**config.mk**
```make
export PLATFORM = sky130hd
export DESIGN_NAME = gemm_tile_gen
export DESIGN_NICKNAME = d
export VERILOG_FILES = /design/src/rtl/gemm_tile_gen_pkg.sv /design/src/rtl/gemm_tile_gen_tile_dim_cnt.sv /design/src/rtl/gemm_tile_gen.sv
export SDC_FILE = /design/constraint.sdc
export NUM_CORES = 1
export LEC_CHECK = 0
export ABC_CLOCK_PERIOD_IN_PS = 8700
export CAP_MARGIN = 5
export CORE_AREA = 2 2 138 140
export CTS_CLUSTER_SIZE = 20
export DETAILED_ROUTE_END_ITERATION = 7
export DIE_AREA = 0 0 140 142
export PLACE_DENSITY_LB_ADDON = 0.1
export RECOVER_POWER = 25
export SLEW_MARGIN = 20
export SYNTH_ARGS = -nofsm -noshare
export SYNTH_HDL_FRONTEND = slang
export SYNTH_SLANG_ARGS = --single-unit
```
**constraint.sdc**
```tcl
create_clock -name clk -period 8.7 [get_ports clk]
set_clock_uncertainty 0.05 [all_clocks]
set_input_delay 1.74 -clock clk [delete_from_list [all_inputs] [get_ports clk]]
set_output_delay 1.74 -clock clk [all_outputs]
set_load 0.01 [all_outputs]
```
**src/rtl/gemm_tile_gen_pkg.sv**
```systemverilog
// gemm_tile_gen_pkg: tile-size defaults, FSM states and the tile descriptor consumed by the decoder path.
package gemm_tile_gen_pkg;
    localparam int SMALL_SYS_ROWS = 16;
    localparam int SMALL_SYS_COLS = 16;
    localparam int TILE_K_MAX_DEF = SMALL_SYS_ROWS;
    localparam int TILE_N_MAX_DEF = SMALL_SYS_COLS;
    localparam int DESC_OFF_W = 16;
    typedef enum logic {IDLE, EMIT} state_t;
    typedef struct packed {
        logic [4:0]            ksize;
        logic [4:0]            nsize;
        logic [DESC_OFF_W-1:0] k_off;
        logic [DESC_OFF_W-1:0] n_off;
        logic                  first_k;
        logic                  last_k;
        logic                  last_tile;
    } tile_desc_t;
endpackage

```
**src/rtl/gemm_tile_gen_tile_dim_cnt.sv**
```systemverilog
// tile_dim_cnt: single-axis tile offset counter with clipped tile size and last-tile detect.
module tile_dim_cnt #(
    parameter int DIM_W    = 16,
    parameter int TILE_MAX = 16
) (
    input  logic             clk,
    input  logic             rst,
    input  logic             load,
    input  logic             step,
    input  logic             clr,
    input  logic [DIM_W-1:0] total_in,
    output logic [DIM_W-1:0] off,
    output logic [4:0]       size,
    output logic             last
);
    logic [DIM_W-1:0] total_q;
    logic [DIM_W:0]   rem;
    logic [DIM_W:0]   sz;
    logic [DIM_W:0]   nxt;
    // one extra bit keeps off+size exact when total sits near 2^DIM_W-1
    always_comb begin
        rem  = {1'b0, total_q} - {1'b0, off};
        sz   = rem < (DIM_W+1)'(TILE_MAX) ? rem : (DIM_W+1)'(TILE_MAX);
        nxt  = {1'b0, off} + sz;
        size = sz[4:0];
        last = nxt == {1'b0, total_q};
    end
    always_ff @(posedge clk or negedge rst) begin
        if (!rst) begin
            total_q <= '0;
            off     <= '0;
        end else if (load) begin
            total_q <= total_in;
            off     <= '0;
        end else if (clr) begin
            off <= '0;
        end else if (step) begin
            off <= off + DIM_W'(TILE_MAX);
        end
    end
endmodule

```
**src/rtl/gemm_tile_gen.sv**
```systemverilog
// gemm_tile_gen: splits one GEMM command into N-outer, K-inner tile descriptors with accumulation flags.
module gemm_tile_gen
    import gemm_tile_gen_pkg::*;
#(
    parameter int DIM_W      = 16,
    parameter int TILE_K_MAX = TILE_K_MAX_DEF,
    parameter int TILE_N_MAX = TILE_N_MAX_DEF
) (
    input  logic             clk,
    input  logic             rst,
    input  logic             cmd_valid,
    output logic             cmd_ready,
    input  logic [DIM_W-1:0] total_k,
    input  logic [DIM_W-1:0] total_n,
    output logic             tile_valid,
    input  logic             tile_ready,
    output logic [4:0]       ksize,
    output logic [4:0]       nsize,
    output logic [DIM_W-1:0] k_off,
    output logic [DIM_W-1:0] n_off,
    output logic             first_k,
    output logic             last_k,
    output logic             last_tile,
    output logic             cmd_err,
    output logic             busy
);
    state_t           state_q, state_d;
    tile_desc_t       desc;
    logic [DIM_W-1:0] k_cnt_off, n_cnt_off;
    logic [4:0]       k_sz, n_sz;
    logic             k_last, n_last, accept, zero, hs, err_q;
    assign accept = cmd_valid & cmd_ready;
    assign zero   = total_k == '0 || total_n == '0;
    assign hs     = tile_valid & tile_ready;
    tile_dim_cnt #(.DIM_W(DIM_W), .TILE_MAX(TILE_K_MAX)) u_k_cnt (
        .clk(clk), .rst(rst), .load(accept), .step(hs & ~k_last), .clr(hs & k_last & ~n_last),
        .total_in(total_k), .off(k_cnt_off), .size(k_sz), .last(k_last)
    );
    tile_dim_cnt #(.DIM_W(DIM_W), .TILE_MAX(TILE_N_MAX)) u_n_cnt (
        .clk(clk), .rst(rst), .load(accept), .step(hs & k_last & ~n_last), .clr(1'b0),
        .total_in(total_n), .off(n_cnt_off), .size(n_sz), .last(n_last)
    );
    always_ff @(posedge clk or negedge rst) begin
        if (!rst) begin
            state_q <= IDLE;
            err_q   <= 1'b0;
        end else begin
            state_q <= state_d;
            err_q   <= accept & zero;
        end
    end
    always_comb begin
        state_d = state_q == IDLE ? (accept && !zero ? EMIT : IDLE)
                                  : (hs && k_last && n_last ? IDLE : EMIT);
    end
    // descriptor fields are forced to zero whenever no tile is on offer
    always_comb begin
        cmd_ready  = state_q == IDLE;
        busy       = state_q == EMIT;
        tile_valid = state_q == EMIT;
        cmd_err    = err_q;
        desc       = tile_valid ? '{ksize: k_sz, nsize: n_sz,
                                     k_off: DESC_OFF_W'(k_cnt_off), n_off: DESC_OFF_W'(n_cnt_off),
                                     first_k: k_cnt_off == '0, last_k: k_last,
                                     last_tile: k_last & n_last} : '0;
        ksize      = desc.ksize;
        nsize      = desc.nsize;
        k_off      = DIM_W'(desc.k_off);
        n_off      = DIM_W'(desc.n_off);
        first_k    = desc.first_k;
        last_k     = desc.last_k;
        last_tile  = desc.last_tile;
    end
endmodule

```
Word level (Yosys, flattened, before mapping)
Index checks and enable logic that the tools add are counted.
W data, S select, Z words.
{"block": "classes", "n_addsub": 6, "n_mul": 0, "div_mod_pow": 0, "order_cmp": 2, "n_eq_ne": 2, "n_shift": 0, "mux": 11, "bitwise_logic": 10, "reduce_logical": 10}
{"op": "$mux W16", "n": 5}
{"op": "$logic_not A16 Y1", "n": 3}
{"op": "$mux W45", "n": 1}
{"op": "$add A16 B17 Y17", "n": 2}
{"op": "$eq A17 B16 Y1", "n": 2}
{"op": "$lt A17 B5 Y1 const B", "n": 2}
{"op": "$mux W17", "n": 2}
{"op": "$sub A16 B16 Y17", "n": 2}
{"op": "$add A16 B5 Y16 const B", "n": 2}
{"op": "$and A1 B1 Y1", "n": 7}
{"op": "$logic_and A1 B1 Y1", "n": 3}
{"op": "$mux W1", "n": 3}
{"op": "$not A1 Y1", "n": 3}
{"op": "$reduce_bool A3 Y1", "n": 1}
{"op": "$reduce_bool A2 Y1", "n": 1}
{"op": "$logic_not A1 Y1", "n": 1}
{"op": "$logic_or A1 B1 Y1", "n": 1}
{"block": "word_totals", "reg_bits": 66, "latchBits": 0, "mem_bits_rw": 0, "mem_bits_ro": 0, "inputBits": 36, "output_inout_bits": 49, "wordCells": 47, "memories": 0}

Logic depth before layout (Yosys ltp)
{"block": "logic_depth", "word_depth": 10, "depth_mapped": 23, "mapped_depth_nobuf": 21}

Modules after synthesis
From an unflattened synthesis, not the netlist that was laid out.
{"block": "hier_totals", "cells_unflattened": 782, "area_unflattened_um2": 6411.1}
{"module": "tile_dim_cnt (u_n_cnt)", "instances": 1, "cells_each": 362, "area_each_um2": 2981.6, "seq_area_each_um2": 700.7}
{"module": "tile_dim_cnt (u_k_cnt)", "instances": 1, "cells_each": 343, "area_each_um2": 2887.8, "seq_area_each_um2": 700.7}
{"module": "gemm_tile_gen", "instances": 1, "cells_each": 77, "area_each_um2": 541.8, "seq_area_each_um2": 50.0}

Worst setup path before layout
OpenSTA, ideal clock, no wires.
{"block": "synth_path", "path_kind": "flip-flop to output port", "from": "register u_k_cnt.off[11]", "to": "output port last_k", "arrival_ns": 4.892, "t_required_ns": 6.910, "slack_ns": 2.018, "stages_incl_launch_ff": 23, "n_path_buf": 2, "cell_sequence": "dfrtp_1 > inv_1 > ha_1 > clkbuf_2 > o21ai_0 > a21bo_2 > a21bo_2 > a211oi_1 > nand4_1 > nor4b_2 > inv_1 > ha_1 > xnor2_1 > xnor2_1 > a2111o_1 > a2111oi_0 > nand4_1 > nor4_1 > o2111a_1 > and3b_1 > clkbuf_1 > nand2_1 > nor2_1"}
{"block": "synth_via", "elab_chain_len": 6}
{"item": "from (decl)", "line_no": "gemm_tile_gen_tile_dim_cnt.sv:12", "text": "output logic [DIM_W-1:0] off,"}
{"item": "from (signal assigned)", "line_no": "gemm_tile_gen_tile_dim_cnt.sv:38", "text": "off <= off + DIM_W'(TILE_MAX);"}
{"item": "$sub A16 B16 Y17", "line_no": "gemm_tile_gen_tile_dim_cnt.sv:22", "text": "rem = {1'b0, total_q} - {1'b0, off};"}
{"item": "$lt A17 B5 Y1", "line_no": "gemm_tile_gen_tile_dim_cnt.sv:23", "text": "sz = rem < (DIM_W+1)'(TILE_MAX) ? rem : (DIM_W+1)'(TILE_MAX);"}
{"item": "$mux W17", "line_no": "gemm_tile_gen_tile_dim_cnt.sv:23"}
{"item": "$add A16 B17 Y17 (*)", "line_no": "gemm_tile_gen_tile_dim_cnt.sv:24", "text": "nxt = {1'b0, off} + sz;"}
{"item": "$eq A17 B16 Y1 (*)", "line_no": "gemm_tile_gen_tile_dim_cnt.sv:26", "text": "last = nxt == {1'b0, total_q};"}
{"item": "$mux W45 (*)", "line_no": "gemm_tile_gen.sv:62", "text": "desc = tile_valid ? '{ksize: k_sz, nsize: n_sz,"}
{"item": "to (decl)", "line_no": "gemm_tile_gen.sv:22", "text": "output logic last_k,"}
Every way passes the cells marked *; elsewhere a longest branch is shown, timed or not.

Final worst setup path
{"block": "layout_path", "from": "register u_n_cnt.off[6]", "to": "output port last_tile"}
{"block": "layout_via", "elab_chain_len": 7}
{"item": "from (decl)", "line_no": "gemm_tile_gen_tile_dim_cnt.sv:12"}
{"item": "from (signal assigned)", "line_no": "gemm_tile_gen_tile_dim_cnt.sv:38"}
{"item": "$sub A16 B16 Y17", "line_no": "gemm_tile_gen_tile_dim_cnt.sv:22"}
{"item": "$lt A17 B5 Y1", "line_no": "gemm_tile_gen_tile_dim_cnt.sv:23"}
{"item": "$mux W17", "line_no": "gemm_tile_gen_tile_dim_cnt.sv:23"}
{"item": "$add A16 B17 Y17 (*)", "line_no": "gemm_tile_gen_tile_dim_cnt.sv:24"}
{"item": "$eq A17 B16 Y1 (*)", "line_no": "gemm_tile_gen_tile_dim_cnt.sv:26"}
{"item": "$and A1 B1 Y1 (*)", "line_no": "gemm_tile_gen.sv:65", "text": "last_tile: k_last & n_last} : '0;"}
{"item": "$mux W45 (*)", "line_no": "gemm_tile_gen.sv:62"}
{"item": "to (decl)", "line_no": "gemm_tile_gen.sv:23", "text": "output logic last_tile,"}
Marks and branches as above.

==> run_results.csv <==
group,metric,value,unit
floorplanning,die_area,0.01988,sq mm
synthesis,avgSynthCellArea,7.560,sq um
clock_network,clock_latency,0.35,ns
grt,grt.total_usage,22.50,%
worst_setup_path,crit_required,6.91,ns
route,drt_iter0_markers,506,
route,routedLengthMet1,11020,um
worst_setup_path,cp_num_buf_inv,4,
worst_setup_path,cp_top_family,"simple AND/OR/NAND/NOR gates",
finish,nets,1041,
status,failed_checks,"design-rule violations, max-capacitance violations, max-slew violations",
worst_setup_path,crit_fanout,10,
pwr,p_per_area,208.5,mW/mm^2
worst_hold_path,hp-class,"reg -> reg",
sta,tns,0,ns
clock_network,cts_resized,0,
finish,fill_cells,1887,
finish,antenna_cells,0,
synthesis,synth_area_leader_cell,"dfrtp_1",
sta,period_share,93.87,%
synthesis,yosysTopAreaCellShare,22.30,%
route,firstDrtPassIters,8,
worst_setup_path,worstPathCellList,"inv_1, ha_1, and3_1, a22o_4, a21o_1, a2111oi_0, nand4_1, nor4_4, buf_4, inv_1, ha_1, a21oi_1, o21bai_1, or4_1, a21o_1, a21oi_1, xnor2_1, nor4b_1, and4_1, and2_1, and3_1, clkdlybuf4s50_1",
sta,relSlewSlack,-122.2,%
floorplanning,placementRows,50,
sta,hold_violations,0,
worst_setup_path,max_stage_delay,0.57,ns
clock_network,cts-root-buf,"clkbuf_16",
status,outcome,"complete, but fails checks",
clock_network,ctsHoldBuffers,0,
clock_network,postCtsSetupBuffers,0,
synthesis,yosys-top-cells-area,"dfrtp_1 22%, ha_1 12%, nand2_1 7.7%",
worst_setup_path,worstSetupPathType,"reg -> out",
placement,io_buffers,76,
sta,worstMarginPinSlew,3.333,ns
synthesis,yosys_register_bits,58,
synthesis,yosysUniqueCellTypes,76,
sta,max_freq,122.5,MHz
clock_network,clk_pin_slew,0.06,ns
floorplanning,initial_core_util,35.27,%
route,dr_wl_met3,1653,um
floorplanning,die_height,142,um
route,route.detailed.drc,5,
pwr,fin_total_pwr,0.001635,W
finish,drive_gt1_share,4.632,%
route,top_layer,"met4",
route,ant_nets,0,
clock_network,htree_levels,3,
route,vias,6664,
synthesis,post-synth-top-count-cell,"nand2_1",
floorplanning,coreArea,0.01846,sq mm
run,max-cap-violations,1,
floorplanning,io_pins,85,
worst_setup_path,end_kind,"primary output",
route,drt-total-wl,22140,um
sta,min_period,8.166,ns
pwr,irDropWorstVdd,98.51,uV
grt,grt_overflow_total,0,
synthesis,synth-edff-count,0,
synthesis,syn_inst,861,
placement,gp_congestion,1.001,
synthesis,syn_area,0.006509,sq mm
clock_network,cts_tree,"done",
synthesis,synthArstFlopShare,100.0,%
grt,antenna_found_initial,0,
worst_setup_path,arrival,6.38,ns
floorplanning,die_w,140,um
finish,area_growth,20.45,%
clock_network,cts.sink_count,58,
grt,grt_max_degree,59,
route,post_drt_wl_per_cell,18.70,um
clock_network,clock_path_buffers,2,
worst_setup_path,crit_path_start_kind,"flop",
synthesis,synthFlopType,"dfrtp_1",
pwr,power_leakage,3.535,nW
sta,grt_setup_unrepaired,"false",
grt,grt_pass1_wl,35080,um
route,viasPerCell,5.628,
synthesis,yosys_warnings,0,
synthesis,yosysSeqAreaShare,22.30,%
placement,post-dp-hpwl,17400,um
worst_setup_path,cp_slowest_cell,"clkdlybuf4s50_1",
clock_network,cts_inserted_buffers,9,
route,wl_met2,8941,um
sta,slew_viol_final,59,
sta,setup_viol,0,
synthesis,synthTopCellsByCount,"133 x nand2_1, 76 x nor2_1, 62 x a21oi_1",
grt,grt_pass1_vias,6368,
where the power goes:
part           switching (W)  total [W]  internal [W]
Combinational       0.000498   0.000877      0.000378
Clock               0.000150   0.000388      0.000239
Sequential         0.0000631   0.000370      0.000307
Total               0.000711    0.00163      0.000924
cell type report:
class	instances	area [sq um]	area share [%]
multi-input cells	752	4823	61.52
flip-flops and latches	58	1451	18.51
repair buffers	83	804.5	10.26
well taps	234	292.8	3.734
clock buffers	11	252.7	3.224
inverters	41	153.9	1.963
clock inverters	5	61.31	0.7820
per-layer routing:
| metal | GRT usage, % | up-vias |
|---|---|---|
| met2 | 32.28 | 268 |
| li1 | - | 3252 |
| met1 | 33.87 | 3110 |
| met3 | 4.105 | 34 |
| met4 | 7.283 | 0 |
| met5 | 0 | - |
registers in the layout, indices dropped and copies added, names as in the netlist:
name             count
busy                 1
cmd_err              1
u_k_cnt.off         12
u_k_cnt.total_q     16
u_n_cnt.off         12
u_n_cnt.total_q     16
logic make-up after synthesis:
| group | synth area share (%) |
|---|---|
| simple gates | 26.61 |
| flops | 22.30 |
| mux | 2.057 |
| xor+xnor | 7.805 |
| other cells | 0.1154 |
| fa+ha+maj | 11.53 |
| buf+inv | 5.594 |
| compound gates | 23.99 |
cells in the final DEF, fill, tap and decap left out, types with 16 or more instances in the layout:
cell type	count
a21o_1	27
a21oi_1	62
and3_1	16
clkdlybuf4s50_1	75
conb_1	36
dfrtp_1	58
ha_1	60
inv_1	41
nand2_1	133
nand3_1	21
nand4_1	18
nor2_1	76
nor3_1	16
nor4_1	18
o21ai_0	45
xnor2_1	37
xor2_1	21
path summary, 6_finish.rpt:
path	slack (ns)	end	from	depth (start not counted)
max	0.53	last_tile	u_n_cnt.off[6]	22
min	0.49	u_n_cnt.total_q[0]	u_n_cnt.total_q[0]	2
max reg2reg	2.55	u_n_cnt.off[12]	u_k_cnt.off[4]	22
min reg2reg	0.49	u_n_cnt.total_q[0]	u_n_cnt.total_q[0]	2
max in group asynchronous	4.16	u_k_cnt.off[10]	rst	2
min in group asynchronous	2.56	u_n_cnt.total_q[14]	rst	2
worst min-delay path: stages (launching register included):
cell and delay, ns:
dfrtp_1 0.38, nand2_1 0.07, nand2_1 0.06
per-stage QoR:
step | std cells | worst slack (ns) | util [%] | hold slack (ns) | area (sq um)
6_report | 1184 | 0.5337 | 42.48 | 0.4857 | 7840
5_1_grt | 1184 | 0.02555 | 42.48 | 0.5265 | 7840
4_1_cts | 1184 | 0.5973 | 42.50 | 0.4916 | 7844
3_5_place_dp | 1168 | 1.011 | 40.80 | 0.4768 | 7530
3_3_place_gp | 1168 | 0.9571 | 40.80 | 0.4733 | 7530
2_1_floorplan | 895 | 2.018 | - | 0.4108 | 6636
(Power assumes the default switching activity.)
